### src/rtl/event_grant_mux.sv
// rtl/event_grant_mux.sv - moves the arbiter-granted core's event packet into a small output FIFO
module event_grant_mux #(
    parameter int NR    = 4,
    parameter int SW    = 2,
    parameter int DW    = 64,
    parameter int DEPTH = 2
) (
    input  logic             clk,
    input  logic             reset,
    input  logic [NR-1:0]    req,
    input  logic [NR*DW-1:0] req_data,
    input  logic [SW-1:0]    egnt,
    input  logic             eval,
    output logic [NR-1:0]    ack,
    output logic             full,
    output logic             out_vld,
    output logic [DW-1:0]    out_data,
    output logic [SW-1:0]    out_src,
    input  logic             out_rdy,
    output logic             err
);

    localparam int PW = (DEPTH > 1) ? $clog2(DEPTH) : 1;
    localparam int CW = $clog2(DEPTH + 1);

    logic [DW-1:0] data_q [DEPTH];
    logic [SW-1:0] src_q  [DEPTH];
    logic [PW-1:0] wr_ptr_q, wr_ptr_d;
    logic [PW-1:0] rd_ptr_q, rd_ptr_d;
    logic [CW-1:0] count_q, count_d;
    logic          err_q, err_d;

    logic          req_sel;
    logic [DW-1:0] wr_data;
    logic          accept;
    logic          pop;

    always_comb begin
        req_sel = 1'b0;
        wr_data = '0;
        for (int i = 0; i < NR; i++) begin
            if (egnt == SW'(i)) begin
                req_sel = req[i];
                wr_data = req_data[i*DW +: DW];
            end
        end
    end

    // full reflects the count at the start of the cycle, so a same-cycle pop never frees a slot
    assign full    = (count_q == CW'(DEPTH));
    assign out_vld = (count_q != '0);
    assign accept  = eval & req_sel & ~full;
    assign pop     = out_vld & out_rdy;
    assign ack     = accept ? (NR'(1) << egnt) : '0;

    assign out_data = data_q[rd_ptr_q];
    assign out_src  = src_q[rd_ptr_q];
    assign err      = err_q;

    always_comb begin
        wr_ptr_d = accept ? wr_ptr_q + PW'(1) : wr_ptr_q;
        rd_ptr_d = pop ? rd_ptr_q + PW'(1) : rd_ptr_q;
        count_d  = count_q;
        case ({accept, pop})
            2'b10:   count_d = count_q + CW'(1);
            2'b01:   count_d = count_q - CW'(1);
            default: count_d = count_q;
        endcase
        err_d = err_q | (eval & ~req_sel);
    end

    always_ff @(posedge clk or negedge reset) begin
        if (!reset) begin
            wr_ptr_q <= '0;
            rd_ptr_q <= '0;
            count_q  <= '0;
            err_q    <= 1'b0;
        end else begin
            wr_ptr_q <= wr_ptr_d;
            rd_ptr_q <= rd_ptr_d;
            count_q  <= count_d;
            err_q    <= err_d;
        end
    end

    // storage is cleared on reset so out_data/out_src read as zero when empty after reset
    always_ff @(posedge clk or negedge reset) begin
        if (!reset) begin
            for (int i = 0; i < DEPTH; i++) begin
                data_q[i] <= '0;
                src_q[i]  <= '0;
            end
        end else if (accept) begin
            data_q[wr_ptr_q] <= wr_data;
            src_q[wr_ptr_q]  <= egnt;
        end
    end

endmodule
### config.mk
export PLATFORM = sky130hd
export DESIGN_NAME = event_grant_mux
export DESIGN_NICKNAME = d
export VERILOG_FILES = /design/src/rtl/event_grant_mux.sv
export SDC_FILE = /design/constraint.sdc
export NUM_CORES = 1
export LEC_CHECK = 0
export ABC_AREA = 1
export CORE_ASPECT_RATIO = 0.5
export CORE_MARGIN = 5
export CORE_UTILIZATION = 40
export CTS_CLUSTER_SIZE = 8
export DETAILED_ROUTE_END_ITERATION = 8
export GPL_TIMING_DRIVEN = 0
export PLACE_DENSITY_LB_ADDON = 0.2
export SLEW_MARGIN = 40
export SYNTH_ARGS = -nofsm -noshare
export SYNTH_HDL_FRONTEND = slang
export SYNTH_SLANG_ARGS = --single-unit
### constraint.sdc
create_clock -name clk -period 1.8 [get_ports clk]
set_input_delay 0.36 -clock clk [delete_from_list [all_inputs] [get_ports clk]]
set_output_delay 0.36 -clock clk [all_outputs]
set_load 0.01 [all_outputs]
==> out/metrics.cfg, run 1 <==
[critical_path]
critPathMaxStageDelay_ns = 0.39
worst-r2r-cell-count = 10
crit_path_cell_trace = inv_2 > nor2_2 > nor2_4 > buf_8 > nand2_8 > nor3_2 > buf_2
worst_ep_arrival_time_ns = 1.65
path_buf_inv = 3
worstPathMaxFanout = 5
crit_family = simple AND/OR/NAND/NOR gates
path_depth = 7
cp_slowest_cell = dfrtp_1
start_kind = flip-flop
worst_ep_required_time_ns = 1.44
cp-end-kind = primary output
crit_type = reg -> out

[pwr]
finalPower_w = 0.0202
clkPwrFrac_pct = 18.3
internal-power_w = 0.0118
ir_worst_vdd_uv = 822
p_leak_nw = 6.66
power_density_mw_per_mm2 = 1460
seq_power_share_pct = 27.3
sw_frac_of_total_pct = 41.6
netSwitchingPower_w = 0.00841
pwr-share-comb_pct = 54.4

[sta]
final_max_slew_viol_count = 0
max_clock_freq_ghz = 0.499
fin_crit_ns = 2.01
fin_skew_ns = 0.0110
grt_setup_unrepaired = true
worst_pin_slew_ns = 0.772
hold_viol = 0
setup_tns_ns = -7.60
setup_ws_ns = -0.206
finalSetupViolations = 70
relSlewSlack_pct = 48.5
period_share_pct = 111

[floorplanning]
dieArea_sq_mm = 0.0242
io_pins = 339
rows = 37
fp.dieH_um = 112
design.core.area_sq_mm = 0.0206
die_x_um = 215
start_util_pct = 40.7

[placed_design]
place.gp.congestion = 0.904
dp_cells = 1821
hpwl_um = 28200
portBuffers = 336

[global_routing]
grt_max_degree = 53
grt_pass1_vias = 10800
overflow = 0
antenna_found_initial = 1
grt_pass1_wl_um = 60400
track_usage_pct = 31.3

[synthesis]
synth_warnings = 0
syn_area_sq_mm = 0.00839
synthDistinctLibCells = 23
synth.area.top_cells = dfrtp_1 41%, nand2_1 24%, nand4_1 15%
synth_cells = 1210
yosysTopAreaCell = dfrtp_1
seq_area_frac_synth_pct = 40.9
synth_top_area_share_pct = 40.9
ys_ff_latch = 137
postSynthAreaPerCell_sq_um = 6.94
synth.net_count = 1477

[routing]
drt-wirelength-per-cell_um = 21.1
wl_um = 39800
drtAntennaViolNets = 0
drc = 0
drtIter0Drc = 1185
routed-via-count = 11000
first_pass_iters = 7
viasPerCell = 5.83

[clock_tree]
clk_pin_slew_ns = 0.07
clock_latency_ns = 0.42
cts_sinks = 137
clk_path_buf_depth = 2
cts_tree = done
root_buffer = clkbuf_16
tritoncts.num_buffers = 17
h-tree-depth = 4

[final_layout]
final_cell_count_no_fill = 1887
area_growth_pct = 64.6
drive_gt1_share_pct = 21.0
fin_nets = 1867

[outcome]
status = finished, violations left
violations = setup timing

[min_path]
hold_path_class = in -> async

[flow_run]
drv_cap = 0

## layer usage
| metal | vias to the layer above | GRT usage, % | wire length [um] |
|---|---|---|---|
| met5 | - | 0 | 0 |
| met4 | 0 | 9.26 | 1160 |
| met3 | 100 | 6.44 | 3810 |
| met2 | 675 | 52.6 | 19000 |
| met1 | 5302 | 41.4 | 15900 |
| li1 | 4917 | - | - |
## stage by stage
step	utilization, %	setup slack [ns]	hold slack, ns	instance area, sq um
2_1_floorplan	-	0.0244	0.0644	8410
3_3_place_gp	58.8	-5.05	0.454	12100
6_report	67.1	-0.206	0.398	13800
3_5_place_dp	59.1	-1.11	0.260	12200
5_1_grt	67.1	-0.287	0.450	13800
4_1_cts	64.9	-0.223	0.413	13400
## cells in the final DEF (no fill, tap or decap), types with 24 or more instances in the layout
master	n
nand2_4	28
nand3_1	193
nand2_2	72
nand2_1	433
buf_6	69
nand4_1	196
clkbuf_1	34
dfrtp_1	136
clkbuf_16	24
clkdlybuf4s50_1	262
buf_2	72
## worst paths after layout
kind	start	end	slack [ns]
setup / recovery	count_q[1]	ack[2]	-0.21
setup reg to reg	count_q[1]	count_q[1]	0.05
hold / removal	reset	data_q[17]	0.40
min in group clk	err	err	0.48
hold reg to reg	err	err	0.48
max in group asynchronous	reset	data_q[56]	0.53
## kinds of logic (layout without fill, tap and decap cells)
kind of cell / count (synthesis) / after routing / synth area share (%)
xor gates and xnor gates: 3 / 3 / 0.313
DFF: 137 / 137 / 40.9
other: 0 / 1 / 0
adders and majority gates: 1 / 1 / 0.149
and+or+nand+nor: 935 / 935 / 51.0
AOI/OAI and AO/OA: 3 / 3 / 0.209
buffers and inverters: 131 / 534 / 7.44
## synth_stat cells
cell and count:
nand2_1 534, nand2_4 1, o21bai_1 1, buf_1 4, ha_1 1, o21ai_0 1, inv_2 1, buf_4 5
nor3_1 4, nand3_2 3, nand4_1 196, nand3_1 193, xnor2_1 1, clkbuf_1 57, or2_2 1, nor2_4 1
a21oi_1 1, dfrtp_1 137, inv_1 8, xor2_1 2, buf_6 7, nor2_1 2, buf_2 49
## sequential cells by signal, summed over array words and instances, names as in the netlist
name / flops
rd_ptr_q: 1
wr_ptr_q: 1
count_q: 2
src_q: 4
err: 1
data_q: 128
## timing repair
item                                    CTS  global route
resized for setup                       436           148
hold buffers                              1             0
cloned                                    4             1
pin swaps                                17            16
setup buffers                            28             5
endpoints found under the setup margin   94           136
endpoints found under the hold margin    37             0
## power by group through the flow
stage          clock, W  combinational (W)  sequential [W]
3_3_place_gp          0            0.00851         0.00524
3_5_place_dp          0            0.00865         0.00530
2_1_floorplan         0            0.00445         0.00510
6_report        0.00369             0.0110         0.00552
4_1_cts         0.00367            0.00987         0.00533
5_1_grt         0.00383             0.0118         0.00567
## final cells by class
class	count	area [sq um]
Antenna cell	1	2.50
Timing Repair Buffer	375	3810
Multi-Input combinational cell	942	4810
Clock buffer	19	443
Fill cell	1740	6790
Clock inverter	13	166
Buffer	118	773
Tap cell	273	342
Sequential cell	137	3430
Inverter	9	36.3
Note: power is estimated with default switching activity, not from simulation.
==> run 2, diff against run 1 <==
TNS_END_PERCENT = 20   (was not set)
==> run 2 against run 1 <==
The run still ends with setup timing left; power is 2.1% lower; clock power hardly changed; clock-buffer cell count unchanged; non-clock buffer count down 5; critical path type unchanged; largest cell class unchanged.
==> out/metrics.cfg, run 2 (synthesis gave the netlist of run 1 again) <==
[global_routing]
grt_max_degree = 53
grt_pass1_wl_um = 59600
antenna_found_initial = 1
overflow = 0
grt_pass1_vias = 10700
track_usage_pct = 30.9

[clock_tree]
clock_latency_ns = 0.42
clk_path_buf_depth = 2
clk_pin_slew_ns = 0.07
h-tree-depth = 4
tritoncts.num_buffers = 17
root_buffer = clkbuf_16
cts_tree = done
cts_sinks = 137

[final_layout]
area_growth_pct = 62.6
largestRegisters = data_q (128), src_q (4), count_q (2)
fin_nets = 1862
drive_gt1_share_pct = 18.9
stdcell_area_sq_mm = 0.0136
largest_reg_flops = 128
top_register = data_q
mostFrequentLayoutCell = nand2_1
mostFrequentLayoutCells = 460 x nand2_1, 262 x clkdlybuf4s50_1, 196 x nand4_1

[critical_path]
crit_family = simple AND/OR/NAND/NOR gates
crit_path_cell_trace = inv_2 > nor2_2 > nor2_4 > buf_8 > nand2_8 > nor3_4 > buf_2
cp_slowest_cell = dfrtp_1
path_buf_inv = 3
cp-endpoint = ack[2]
worstPathMaxFanout = 6
worst_ep_arrival_time_ns = 1.65
start_kind = flip-flop
worst_ep_required_time_ns = 1.44
r2r_slack_ns = 0.02
worst-r2r-cell-count = 7
crit_type = reg -> out
timing.rr.start = count_q[1]
critPathMaxStageDelay_ns = 0.39
timing.rr.end = data_q[125]
path_depth = 7
crit_path_start = count_q[1]
cp-end-kind = primary output

[outcome]
status = finished, violations left
violations = setup timing

[flow_run]
drv_cap = 0

[placed_design]
place.gp.congestion = 0.904
hpwl_um = 28200
dp_slack_ns = -1.11
placed_area_sq_mm = 0.0122
portBuffers = 336

[routing]
drtIter0Drc = 1116
drtAntennaViolNets = 0
routed-via-count = 11000
viasPerCell = 5.85
drc = 0
first_pass_iters = 5
wl_um = 39500
drt-wirelength-per-cell_um = 21.0

[pwr]
ir_worst_vdd_uv = 793
p_leak_nw = 6.59
finalPower_w = 0.0198
power_density_mw_per_mm2 = 1450

[floorplanning]
io_pins = 339
design.core.area_sq_mm = 0.0206
start_util_pct = 40.7
dieArea_sq_mm = 0.0242
die_x_um = 215
fp.dieH_um = 112
rows = 37

[sta]
setup_tns_ns = -8.52
period_share_pct = 112
relSlewSlack_pct = 48.2
fin_skew_ns = 0.0119
fin_crit_ns = 2.01
final_max_slew_viol_count = 0
worst_pin_slew_ns = 0.777
grt_setup_unrepaired = true
setup_ws_ns = -0.211
max_clock_freq_ghz = 0.497
hold_viol = 0
finalSetupViolations = 70

[min_path]
hold_path_class = in -> async

run 2: per-stage QoR:
stage          hold WS [ns]  utilization [%]  cells
2_1_floorplan        0.0644                -   1210
5_1_grt               0.448             66.2   1882
3_5_place_dp          0.260             59.1   1821
4_1_cts               0.413             63.7   1875
3_3_place_gp          0.454             58.8   1819
6_report              0.400             66.2   1882
run 2: how the worst min path moves through the flow:
stage,start,to,slack (ns),cells after the start
global route,reset,data_q[17],0.45,2
finish,reset,data_q[17],0.40,2
detailed placement,reset,data_q[15],0.26,1
floorplan,reset,count_q[0],0.06,0
global placement,src_q[0],src_q[0],0.45,2
CTS,reset,data_q[15],0.41,2
run 2: area by class of cell:
type,count,area [sq um]
Clock inverter,13,166
Buffer,119,771
Multi-Input combinational cell,942,4720
Tap cell,273,342
Inverter,9,36.3
Sequential cell,137,3430
Antenna cell,1,2.50
Timing Repair Buffer,369,3730
Clock buffer,19,443
Fill cell,1778,6950
run 2: power breakdown:
group	switching (W)	internal (W)	total (W)
logic	0.00579	0.00482	0.0106
registers	0.000957	0.00451	0.00547
clock network	0.00146	0.00223	0.00369
total	0.00821	0.0116	0.0198
run 2: metal layers:
metal	share of wire (%)	vias to the layer above	track usage (%)
met4	2.9	0	9.86
met5	0	-	0
met3	9.4	78	6.58
met2	47	683	51.3
met1	40	5328	40.7
li1	-	4915	-
run 2: timing repair:
item                                    in CTS  in global routing
resized for setup                          392                153
cloned                                       2                  4
pin swaps                                   14                 27
buffers inserted                            19                  5
hold buffers                                 1                  0
endpoints found under the setup margin      94                141
endpoints found under the hold margin       37                  0
==> run 3, diff against run 2 <==
CORE_UTILIZATION = 57   (was 40)
DONT_BUFFER_PORTS = 1   (was not set)
==> run 3 against run 2 <==
The run ends with hold timing, setup timing left; clock skew fell by 0.00085 ns; setup slack improved by 0.12 ns; clock power rose by 1%; worst hold slack got worse by 0.77 ns; routed wire length fell by 17%; global-route usage rose by 5.5 points; critical endpoint is now ack[0]; largest power group unchanged.
==> out/metrics.cfg, run 3 (synthesis gave the netlist of run 1 again) <==
[sta]
worst_pin_slew_ns = 0.808
period_share_pct = 105
grt_setup_unrepaired = true
hold_slack_ns = -0.366
fin_crit_ns = 1.89
finalSetupViolations = 26
setup_ws_ns = -0.0884
final_max_slew_viol_count = 0
hold_viol = 137
fin_skew_ns = 0.0110
max_clock_freq_ghz = 0.530
relSlewSlack_pct = 46.1

[global_routing]
use_met1_pct = 51.8
grt_pass1_wl_um = 49500
grt_max_degree = 138
grtUsageMet3_pct = 9.25
grt_pass1_vias = 8661
track_usage_pct = 36.4
overflow = 0
grtUsageMet2_pct = 56.3
busiest_layer = met2
antenna_found_initial = 0

[final_layout]
drive_gt1_share_pct = 15.0
area_growth_pct = 16.9
mostFrequentLayoutCells = 483 x nand2_1, 196 x nand4_1, 193 x nand3_1
mostFrequentLayoutCell = nand2_1
final_cell_count_no_fill = 1450
fillers = 1275
antenna_cells = 0
top_register = data_q
largestRegisters = data_q (128), src_q (4), count_q (2)
largest_reg_flops = 128
fin_nets = 1508

[critical_path]
crit_type = reg -> out
timing.rr.start = count_q[1]
start_kind = flip-flop
worstPathMaxFanout = 5
cp-end-kind = primary output
worst_ep_arrival_time_ns = 1.53
worst_ep_required_time_ns = 1.44
crit_path_start = count_q[1]

[floorplanning]
design.core.area_sq_mm = 0.0144
rows = 31
fp.dieH_um = 95.8
io_pins = 339
die_x_um = 182
start_util_pct = 58.2
dieArea_sq_mm = 0.0174

[clock_tree]
clk_path_buf_depth = 2
root_buffer = clkbuf_16
h-tree-depth = 4
clk_pin_slew_ns = 0.07
tritoncts.num_buffers = 17
cts_tree = done
clock_latency_ns = 0.41
cts_sinks = 137

[routing]
first_pass_iters = 5
routed-via-count = 9418
drtAntennaViolNets = 0
drc = 0
drt-wirelength-per-cell_um = 22.6
drtIter0Drc = 1103
wl_um = 32800
viasPerCell = 6.50

[placed_design]
hpwl_um = 23200
portBuffers = 0
dp_slack_ns = -0.356
place.gp.congestion = 0.979
dp_cells = 1408

[flow_run]
drv_cap = 0

[pwr]
ir_worst_vdd_uv = 779
power_density_mw_per_mm2 = 1660
p_leak_nw = 4.87
finalPower_w = 0.0163

[outcome]
violations = hold timing, setup timing
status = finished, violations left

[min_path]
hold_path_class = in -> async

==> run 3: cell types whose count changed in the layout (fill, tap and decap cells not counted), moves of 6 or more <==
| cell | change |
|---|---|
| buf_2 | -24 |
| buf_6 | -52 |
| clkbuf_1 | +6 |
| clkdlybuf4s50_1 | -262 |
| nand2_1 | +23 |
| nand2_2 | -13 |
| nand2_4 | -10 |
==> run 3: path summary, 6_finish.rpt <==
check / endpoint / slack [ns] / cells after the start
hold / removal: data_q[19] / -0.37 / 0
hold reg to reg: data_q[101] / 0.48 / 2
setup / recovery: ack[0] / -0.09 / 6
min in group clk: rd_ptr_q / 0.12 / 2
setup reg to reg: count_q[1] / 0.04 / 10
max in group asynchronous: data_q[121] / 1.84 / 0
==> run 3: final cells by class <==
type | instances | area, sq um | share of cell area (%)
timing repair buffer | 12 | 109 | 1.11
multi-input combinational | 942 | 4630 | 47.2
inverter | 9 | 36.3 | 0.370
clock inverter | 12 | 175 | 1.79
buffer | 122 | 744 | 7.59
clock buffer | 18 | 439 | 4.48
tap | 198 | 248 | 2.53
sequential | 137 | 3430 | 35.0
==> run 3: what timing repair did <==
| action | CTS | global route |
|---|---|---|
| setup buffers | 7 | 3 |
| endpoints found under the setup margin | 74 | 85 |
| resized for setup | 97 | 40 |
| cloned | 2 | 0 |
| pin swaps | 5 | 11 |
| endpoints found under the hold margin | 137 | 137 |
==> run 3: power by group <==
| group | internal, W | switching (W) |
|---|---|---|
| clock network | 0.00234 | 0.00140 |
| registers | 0.00451 | 0.000832 |
| logic | 0.00236 | 0.00487 |
| total | 0.00920 | 0.00711 |
==> run 3: per-layer routing <==
layer / up-vias / routed length (um)
met1: 4562 / 13600
met4: 2 / 588
met3: 60 / 3610
met5: - / 39
li1: 4202 / -
met2: 592 / 15000
==> run 3: critical path, cell delays in order (launching register included) <==
cell and delay, ns:
dfrtp_1 0.39, inv_2 0.08, nor2_4 0.05, nor2_4 0.17, buf_6 0.16, nand2_8 0.08
nor3_4 0.17
==> run 3: per-stage QoR <==
step                setup TNS (ns)  util [%]  area [sq um]
finish                      -0.584      68.0          9810
global route                 -1.51      68.0          9810
CTS                         -0.556      67.0          9670
detailed placement          -24.04      60.0          8660
global placement            -18.76      60.0          8660
floorplan                        0         -          8410
